$ cat config.mk
export PLATFORM = sky130hd
export DESIGN_NAME = bcd2bin_seq_flat
export DESIGN_NICKNAME = d
export VERILOG_FILES = /design/src/rtl/bcd_pkg.sv /design/src/rtl/bcd2bin_seq_if.sv /design/src/rtl/bcd_digit_mac.sv /design/src/rtl/bcd2bin_seq.sv /design/src/flat_wrapper.sv
export SDC_FILE = /design/constraint.sdc
export NUM_CORES = 1
export LEC_CHECK = 0
export CAP_MARGIN = 10
export CORE_ASPECT_RATIO = 1.4
export CORE_MARGIN = 1
export CORE_UTILIZATION = 45
export CTS_CLUSTER_SIZE = 20
export DETAILED_ROUTE_END_ITERATION = 8
export GPL_TIMING_DRIVEN = 0
export HOLD_SLACK_MARGIN = 0.08
export PLACE_DENSITY = 0.71
export SLEW_MARGIN = 40
export SYNTH_ARGS = -nofsm -noshare
export SYNTH_HDL_FRONTEND = slang
export SYNTH_HIERARCHICAL = 1
export SYNTH_SLANG_ARGS = --single-unit
$ cat constraint.sdc
create_clock -name clk -period 2.7 [get_ports clk]
set_input_delay 0.81 -clock clk [delete_from_list [all_inputs] [get_ports clk]]
set_output_delay 0.81 -clock clk [all_outputs]
set_load 0.03 [all_outputs]
$ cat src/rtl/bcd_pkg.sv
// Shared BCD conversion types, constants and width helper.
package bcd_pkg;

  typedef enum logic [1:0] {
    IDLE,
    CONV,
    DONE
  } state_t;

  localparam logic [3:0] BCD_DIGIT_MAX = 4'd9;

  // Width of the binary value that holds any DIGITS-digit decimal number.
  function automatic int unsigned bin_width(input int unsigned digits);
    longint unsigned p;
    p = 1;
    for (int unsigned i = 0; i < digits; i++) begin
      p = p * 10;
    end
    return $clog2(p);
  endfunction

endpackage

$ cat src/rtl/bcd2bin_seq_if.sv
// Valid/ready handshake bundle between a BCD source and the converter.
interface bcd2bin_seq_if #(
  parameter int unsigned DIGITS = 4
);
  localparam int unsigned BIN_W = bcd_pkg::bin_width(DIGITS);

  logic                  in_valid;
  logic                  in_ready;
  logic [4*DIGITS-1:0]   bcd;
  logic                  out_valid;
  logic                  out_ready;
  logic [BIN_W-1:0]      binary;
  logic                  err;

  modport master (
    output in_valid, bcd, out_ready,
    input  in_ready, out_valid, binary, err
  );

  modport slave (
    input  in_valid, bcd, out_ready,
    output in_ready, out_valid, binary, err
  );
endinterface

$ cat src/rtl/bcd_digit_mac.sv
// Combinational acc*10 + digit step with an invalid-digit flag.
module bcd_digit_mac
  import bcd_pkg::*;
#(
  parameter int unsigned BIN_W = 14
) (
  input  logic [BIN_W-1:0] acc,
  input  logic [3:0]       digit,
  output logic [BIN_W-1:0] acc_next,
  output logic             digit_bad
);

  // Multiply by ten as shift-and-add; result truncated to BIN_W.
  always_comb begin
    acc_next  = (acc << 3) + (acc << 1) + BIN_W'(digit);
    digit_bad = (digit > BCD_DIGIT_MAX);
  end

endmodule

$ cat src/rtl/bcd2bin_seq.sv
// Sequential packed-BCD to binary converter, one digit per clock, MSD first.
module bcd2bin_seq
  import bcd_pkg::*;
#(
  parameter int unsigned DIGITS = 4
) (
  input  logic          clk,
  input  logic          rst,
  bcd2bin_seq_if.slave  bus
);

  localparam int unsigned BIN_W = bin_width(DIGITS);
  localparam int unsigned SR_W  = 4 * DIGITS;
  localparam int unsigned CNT_W = (DIGITS > 1) ? $clog2(DIGITS) : 1;
  localparam logic [CNT_W-1:0] CNT_LAST = CNT_W'(DIGITS - 1);

  state_t            state, state_nx;
  logic [SR_W-1:0]   sreg;
  logic [BIN_W-1:0]  acc;
  logic [BIN_W-1:0]  acc_nx;
  logic [CNT_W-1:0]  cnt;
  logic              err_int;
  logic              digit_bad;
  logic              err_sum;
  logic [BIN_W-1:0]  binary_q;
  logic              err_q;

  bcd_digit_mac #(.BIN_W(BIN_W)) u_mac (
    .acc       (acc),
    .digit     (sreg[SR_W-1 -: 4]),
    .acc_next  (acc_nx),
    .digit_bad (digit_bad)
  );

  assign err_sum = err_int | digit_bad;

  // State register.
  always_ff @(posedge clk) begin
    if (rst) state <= IDLE;
    else     state <= state_nx;
  end

  // Next-state and handshake outputs.
  always_comb begin
    state_nx      = state;
    bus.in_ready  = 1'b0;
    bus.out_valid = 1'b0;
    unique case (state)
      IDLE: begin
        bus.in_ready = 1'b1;
        if (bus.in_valid) state_nx = CONV;
      end
      CONV: begin
        if (cnt == CNT_LAST) state_nx = DONE;
      end
      DONE: begin
        bus.out_valid = 1'b1;
        if (bus.out_ready) state_nx = IDLE;
      end
      default: state_nx = IDLE;
    endcase
  end

  // Datapath: capture, digit-serial accumulate, result registers.
  // Result is loaded on the last CONV cycle so it is valid on DONE entry.
  always_ff @(posedge clk) begin
    if (rst) begin
      sreg     <= '0;
      acc      <= '0;
      cnt      <= '0;
      err_int  <= 1'b0;
      binary_q <= '0;
      err_q    <= 1'b0;
    end else begin
      unique case (state)
        IDLE: begin
          if (bus.in_valid) begin
            sreg    <= bus.bcd;
            acc     <= '0;
            cnt     <= '0;
            err_int <= 1'b0;
          end
        end
        CONV: begin
          sreg    <= sreg << 4;
          acc     <= acc_nx;
          err_int <= err_sum;
          cnt     <= cnt + CNT_W'(1);
          if (cnt == CNT_LAST) begin
            binary_q <= err_sum ? '0 : acc_nx;
            err_q    <= err_sum;
          end
        end
        default: ;
      endcase
    end
  end

  assign bus.binary = binary_q;
  assign bus.err    = err_q;

endmodule

$ cat src/flat_wrapper.sv
// flat-port wrapper written by rule: the top's interface ports become plain ports
module bcd2bin_seq_flat import bcd_pkg::*;
#(
  parameter int unsigned DIGITS = 4
)
  (clk, rst, bus_in_valid, bus_bcd, bus_out_ready, bus_in_ready, bus_out_valid, bus_binary, bus_err);
  bcd2bin_seq_if #(.DIGITS(DIGITS)) bus_i ();
  input  logic clk;
  input  logic rst;
  input wire logic [$bits(bus_i.in_valid)-1:0] bus_in_valid;
  input wire logic [$bits(bus_i.bcd)-1:0] bus_bcd;
  input wire logic [$bits(bus_i.out_ready)-1:0] bus_out_ready;
  output wire logic [$bits(bus_i.in_ready)-1:0] bus_in_ready;
  output wire logic [$bits(bus_i.out_valid)-1:0] bus_out_valid;
  output wire logic [$bits(bus_i.binary)-1:0] bus_binary;
  output wire logic [$bits(bus_i.err)-1:0] bus_err;
  assign bus_i.in_valid = bus_in_valid;
  assign bus_i.bcd = bus_bcd;
  assign bus_i.out_ready = bus_out_ready;
  assign bus_in_ready = bus_i.in_ready;
  assign bus_out_valid = bus_i.out_valid;
  assign bus_binary = bus_i.binary;
  assign bus_err = bus_i.err;
  bcd2bin_seq #(.DIGITS(DIGITS)) u_core (.clk(clk), .rst(rst), .bus(bus_i));
endmodule
==> metrics.md <==
| Metric | Value |
|---|---|
| Final Core Density | `56.5%` |
| HPWL Detailed | `4.14 mm` |
| RSZ-0062 raised after global routing | `false` |
| Vias per std cell | `5.55` |
| Die footprint | `0.00597 sq mm` |
| WL final | `5.48 mm` |
| CP max-delay cell | `clkdlybuf4s50_1` |
| Final clock skew | `0.00326 ns` |
| CTS tree | `built` |
| # diodes | `0` |
| Drt first pass iters | `4` |
| # port buffers | `36` |
| Cell count after synthesis | `243` |
| Inst Count DP | `347` |
| Most frequent cells in the layout | `dfxtp_1, clkdlybuf4s50_1, a22o_1` |
| VDD IR max | `0.309 mV` |
| Remaining antenna violation count | `0` |
| Final setup fails | `0` |
| Worst path cell trace | `buf_2 > nor2b_1 > clkdlybuf4s50_1` |
| Met3 usage | `3.14%` |
| Starting Density | `46.4%` |
| Power, Total | `1.43 mW` |
| Slew margin rel. | `48.3%` |
| Actual slew at the worst max-slew pin | `0.770 ns` |
| Syn Area/Cell | `10.5 sq um` |
| Yosys Warn Count | `6` |
| Number of remaining DRC errors | `0` |
| Setup Fix Bufs, Post-CTS | `0` |
| R2R Path End | `u_core/acc[12]` |
| Clock Latency Late Sink | `0.31 ns` |
| Arrival time at the worst endpoint | `1.77 ns` |
| First-pass GRT wire length | `9.31 mm` |
| Crit path launch type | `flip-flop` |
| Hold Crit Depth | `2` |
| Global route overflow | `0` |
| Max clock buf depth | `2` |
| Final worst path period share | `95.6%` |
| Most common cell after layout, fill and taps aside | `dfxtp_1` |
| Total track usage | `20.1%` |
| Largest net degree at the start of global routing | `17` |
| Share of layout cells above drive strength 1 | `15.3%` |
| Final slew viol count | `0` |
| Nets@finish | `331` |
| Hold path startpoint | `u_core/sreg[6]` |
| Root Buffer | `clkbuf_8` |
| Levels on crit path | `3` |
| Core area | `0.00549 sq mm` |
| Area growth, synth to finish | `21.6%` |
| Worst Hold Class | `reg -> reg` |
| Std cell rows | `32` |
| Fmax | `388 MHz` |
| Final worst slack | `0.120 ns` |
| RR Startpoint | `u_core/acc[0]` |
| TritonCTS buffer count | `5` |
| WP buf/inv | `2` |
| Maxcap violations | `0` |
| Required @ worst endpoint | `1.89 ns` |
| Via Count | `1,971` |
| Pwr dens | `463 mW/mm^2` |
| Reg2Reg Depth | `10` |
| Critical Path Sink Type | `output pin` |
| Initial antenna violation count | `0` |
| Detailed Route Iter0 Violations | `83` |
| H-Tree Depth | `2` |
| R2r setup slk | `0.16 ns` |
| CP Class | `reg -> out` |
| Status | `completed` |
| Hold_buf cts | `0` |
| Vias in the first global route | `2,079` |
| M2 GR Usage | `40.2%` |
| Crit-path max FO | `10` |
| Final Hold Vio Count | `0` |
| Die width | `65.6 um` |
| CP top delay family | `buffers and inverters` |
| Setup TNS | `0 ns` |
| Pre-CTS setup slack | `0.0792 ns` |
| Leakage | `1.32 nW` |
| Clock sink count | `49` |
| Synth Net Count | `288` |
| Reg clk slew, reported paths | `0.09 ns` |
| Die Span Y | `91 um` |
| Hold worst-path end | `u_core/sreg[6]` |
| Met1 global-route usage | `19.5%` |
| Routability cong. | `0.804` |
| Most Crowded Layer GR | `met2` |
| Final Non-Filler Cells | `355` |
| Slowest stage delay, CP | `0.69 ns` |
| Wire length per cell | `15.4 um` |
| Synthesized cell area | `0.00255 sq mm` |
| # IOs | `37` |
| Final Critical Period | `2.58 ns` |
## repair_timing
action | in CTS | in global routing
setup endpoints to repair | 1 | 5
pin swaps | 0 | 1
gates resized for setup | 1 | 5
endpoints found under the hold margin | 0 | 0
gates cloned | 0 | 0
## state kept, by name, summed over array words and instances (netlist names)
| name | flops |
|---|---|
| u_core/sreg | 16 |
| u_core/acc | 13 |
| u_core/bus.err | 1 |
| u_core/cnt | 2 |
| u_core/state | 2 |
| u_core/err_int | 1 |
| u_core/bus.binary | 14 |
## stage by stage
stage | hold slack, ns | cell area [sq um]
2_1_floorplan | 0.446 | 2550
3_3_place_gp | 0.457 | 2990
3_5_place_dp | 0.456 | 2990
4_1_cts | 0.481 | 3080
5_1_grt | 0.500 | 3100
6_report | 0.479 | 3100
## how the worst max path moves through the flow
stage	start	slack (ns)	endpoint
6_report	u_core/state[1]	0.12	bus_out_valid
5_1_grt	u_core/state[1]	0.02	bus_out_valid
4_1_cts	u_core/acc[0]	0.06	u_core/bus.binary[12]
3_5_place_dp	u_core/acc[0]	0.08	u_core/acc[12]
3_3_place_gp	u_core/acc[0]	0.07	u_core/bus.binary[12]
2_1_floorplan	u_core/acc[0]	0.27	u_core/bus.binary[12]
## tightest hold or removal path, stage by stage (launching register included)
cell and delay (ns):
dfxtp_1 0.32, nand2b_1 0.06, a21oi_1 0.06
## report_power, final
group	internal (mW)	switching, mW	total, mW	leakage [nW]
logic	0.104	0.107	0.211	0.878
registers	0.754	0.0223	0.776	0.400
clock network	0.184	0.264	0.448	0.0445
total	1.04	0.393	1.43	1.32
## area by class of cell
class	count	area (sq um)
buffer	15	116
clock buffer	5	68.8
clock inverter	3	21.3
fill	480	2390
inverter	9	33.8
multi-input combinational	170	1430
sequential	49	983
tap	68	85.1
timing repair buffer	36	359
## layer usage
layer	wire [um]	vias up
met5	0	-
met4	96	0
met3	117	11
met2	3160	34
met1	2110	941
li1	-	985
Power figures use the tool's default switching activity.
==> RTL change: new RTL, same settings <==
`DIGITS` is set to 4 in 3 places; all go to 2.
--- a/src/rtl/bcd2bin_seq_if.sv
+++ b/src/rtl/bcd2bin_seq_if.sv
@@ -1,6 +1,6 @@
 // Valid/ready handshake bundle between a BCD source and the converter.
 interface bcd2bin_seq_if #(
-  parameter int unsigned DIGITS = 4
+  parameter int unsigned DIGITS = 2
 );
   localparam int unsigned BIN_W = bcd_pkg::bin_width(DIGITS);
 
--- a/src/rtl/bcd2bin_seq.sv
+++ b/src/rtl/bcd2bin_seq.sv
@@ -2,7 +2,7 @@
 module bcd2bin_seq
   import bcd_pkg::*;
 #(
-  parameter int unsigned DIGITS = 4
+  parameter int unsigned DIGITS = 2
 ) (
   input  logic          clk,
   input  logic          rst,
--- a/src/flat_wrapper.sv
+++ b/src/flat_wrapper.sv
@@ -1,7 +1,7 @@
 // flat-port wrapper written by rule: the top's interface ports become plain ports
 module bcd2bin_seq_flat import bcd_pkg::*;
 #(
-  parameter int unsigned DIGITS = 4
+  parameter int unsigned DIGITS = 2
 )
   (clk, rst, bus_in_valid, bus_bcd, bus_out_ready, bus_in_ready, bus_out_valid, bus_binary, bus_err);
   bcd2bin_seq_if #(.DIGITS(DIGITS)) bus_i ();
Interface: changed (resized bus_bcd and bus_binary); port bits go from 37 to 22. No check against the original RTL was run, so the function may have changed too.
==> RTL change against the unedited design <==
  * Routed wire length shrank 49%
  * Synthesized area shrank 47%
  * Synthesized cell count shrank 42%
  * Setup slack gained 0.068 ns
  * Sequential cell count shrank 23
  * Total power shrank 41%
  * Design area shrank 47%
  * Sequential share of layout area shrank 0.19 points
  * Global-route usage grew 0.59 points
  * Non-clock buffer count shrank 21
  * Clock power shrank 45%
  * Maximum frequency grew 2.7%
==> RTL change: results (changes against the unedited design) <==
stage	metric	value	unit	change
cells_and_area	register name with the most flops	u_core/sreg		
min_path	worst hold path cell count	2		unchanged
placement	Cells after DPL	197		-43%
timing	final worst clock skew	0.00302	ns	-0.000244 ns
placement	GPL Wtd Cong	0.782		-2.7%
cells_and_area	max FFs per register	8		-8
clock_network	Num CTS Buffers	3		-2
routing	via count	1069		-46%
synth	syn nets	162		-44%
grt	initial antenna violation count	0		unchanged
min_path	Hold Path Class	flop to flop		
min_path	Hold EP	u_core/bus.binary[2]$_SDFFE_PP0P_		
timing	relative slew slack	64.2	%	+16 points
min_path	Min-Delay Startpoint	u_core/bus.binary[2]$_SDFFE_PP0P_		
cells_and_area	ratio of cells with drive above 1 in the final layout	15.9	%	+0.52 points
setup_path	R2R cell count	9		-1
placement	post-DP HPWL	2.11	mm	-49%
clock_network	Clock Path Buffers	2		unchanged
grt	All-Layer GR Usage	20.7	%	+0.59 points
grt	largest net degree at the start of global routing	15		-2
setup_path	Worst EP arrival	1.70	ns	-0.07 ns
cells_and_area	# nets final	187		-44%
setup_path	CP max FO	10		unchanged
cells_and_area	ANT cells	0		unchanged
grt	first-pass GRT wire length	4.70	mm	-50%
clock_network	H-tree Lvls	1		-1
placement	port bufs	20		-44%
clock_network	Root Driver	clkbuf_8		
clock_network	Setup Buffers After CTS	0		unchanged
synth	Synth Warn #	6		unchanged
clock_network	Post-CTS Resized	0		-1
setup_path	Worst R2R End	u_core/bus.binary[6]$_SDFFE_PP0P_		
routing	DRT Pass-1 Iters	4		unchanged
setup_path	reg2reg start	u_core/acc[0]$_SDFFE_PP0P_		
clock_network	Worst-Skew Late Latency	0.27	ns	-0.04 ns
routing	DRT iter0 DRCs	21		-75%
run	max-cap violations	0		unchanged
power	VDD IR max	0.000288	V	-6.7%
synth	Avg Inst Size Synth	9.63	um^2	-8.1%
power	Leakage	0.662	nW	-50%
clock_network	Clock transition at path regs	0.09	ns	about the same
routing	Routed WL per cell	13.8	um	-11%
timing	hold slack	0.462	ns	-0.0172 ns
routing	final wirelength	2.77	mm	-49%
setup_path	Register-to-Register Setup Slack	0.53	ns	+0.37 ns
clock_network	TritonCTS Sinks	26		-47%
run_status	status	complete, no violations		
cells_and_area	fill count	245		-49%
RTL change: metrics by stage:
stage | total power, mW | instance area (um^2) | setup slack [ns]
floorplan | 0.551 | 1350 | 0.691
global placement | 0.599 | 1590 | 0.508
detailed placement | 0.605 | 1590 | 0.491
CTS | 0.848 | 1650 | 0.180
global route | 0.880 | 1650 | 0.119
finish | 0.843 | 1650 | 0.188
RTL change: layout make-up:
cell class                      instances  area [um^2]  area share, %
Buffer                                 10         73.8           4.48
Inverter                                6         22.5           1.37
Multi-Input combinational cell         98          731           44.3
Timing Repair Buffer                   20          200           12.1
Clock buffer                            4         55.1           3.34
Sequential cell                        26          520           31.6
Tap cell                               37         46.3           2.81
RTL change: per-layer routing:
metal	up-vias	part of all wire, %	routed length, um	GRT usage [%]
li1	532	-	-	-
met1	499	42	1160	22.2
met2	29	51	1410	37.2
met3	9	4.4	123	2.71
met4	0	2.8	77	9.72
met5	-	0	0	0
RTL change: worst max-delay path, cell delays in order (launching register included):
cell             delay, ns
dfxtp_1               0.38
buf_2                 0.22
and2b_1               0.16
clkdlybuf4s50_1       0.67
RTL change: worst max path at each step:
stage                                  from                           endpoint  slack [ns]  cells past startpoint
2_1_floorplan    u_core/acc[0]$_SDFFE_PP0P_  u_core/bus.binary[6]$_SDFFE_PP0P_        0.69                      9
3_3_place_gp   u_core/state[1]$_SDFFE_PP0P_                      bus_out_valid        0.51                      3
3_5_place_dp   u_core/state[1]$_SDFFE_PP0P_                      bus_out_valid        0.49                      3
4_1_cts        u_core/state[1]$_SDFFE_PP0P_                      bus_out_valid        0.18                      3
5_1_grt        u_core/state[1]$_SDFFE_PP0P_                      bus_out_valid        0.12                      3
6_report       u_core/state[1]$_SDFFE_PP0P_                      bus_out_valid        0.19                      3
RTL change: power by group:
group          switching (mW)  internal, mW  leakage [nW]
clock network           0.117         0.130        0.0288
logic                  0.0942        0.0828         0.421
registers              0.0160         0.403         0.212
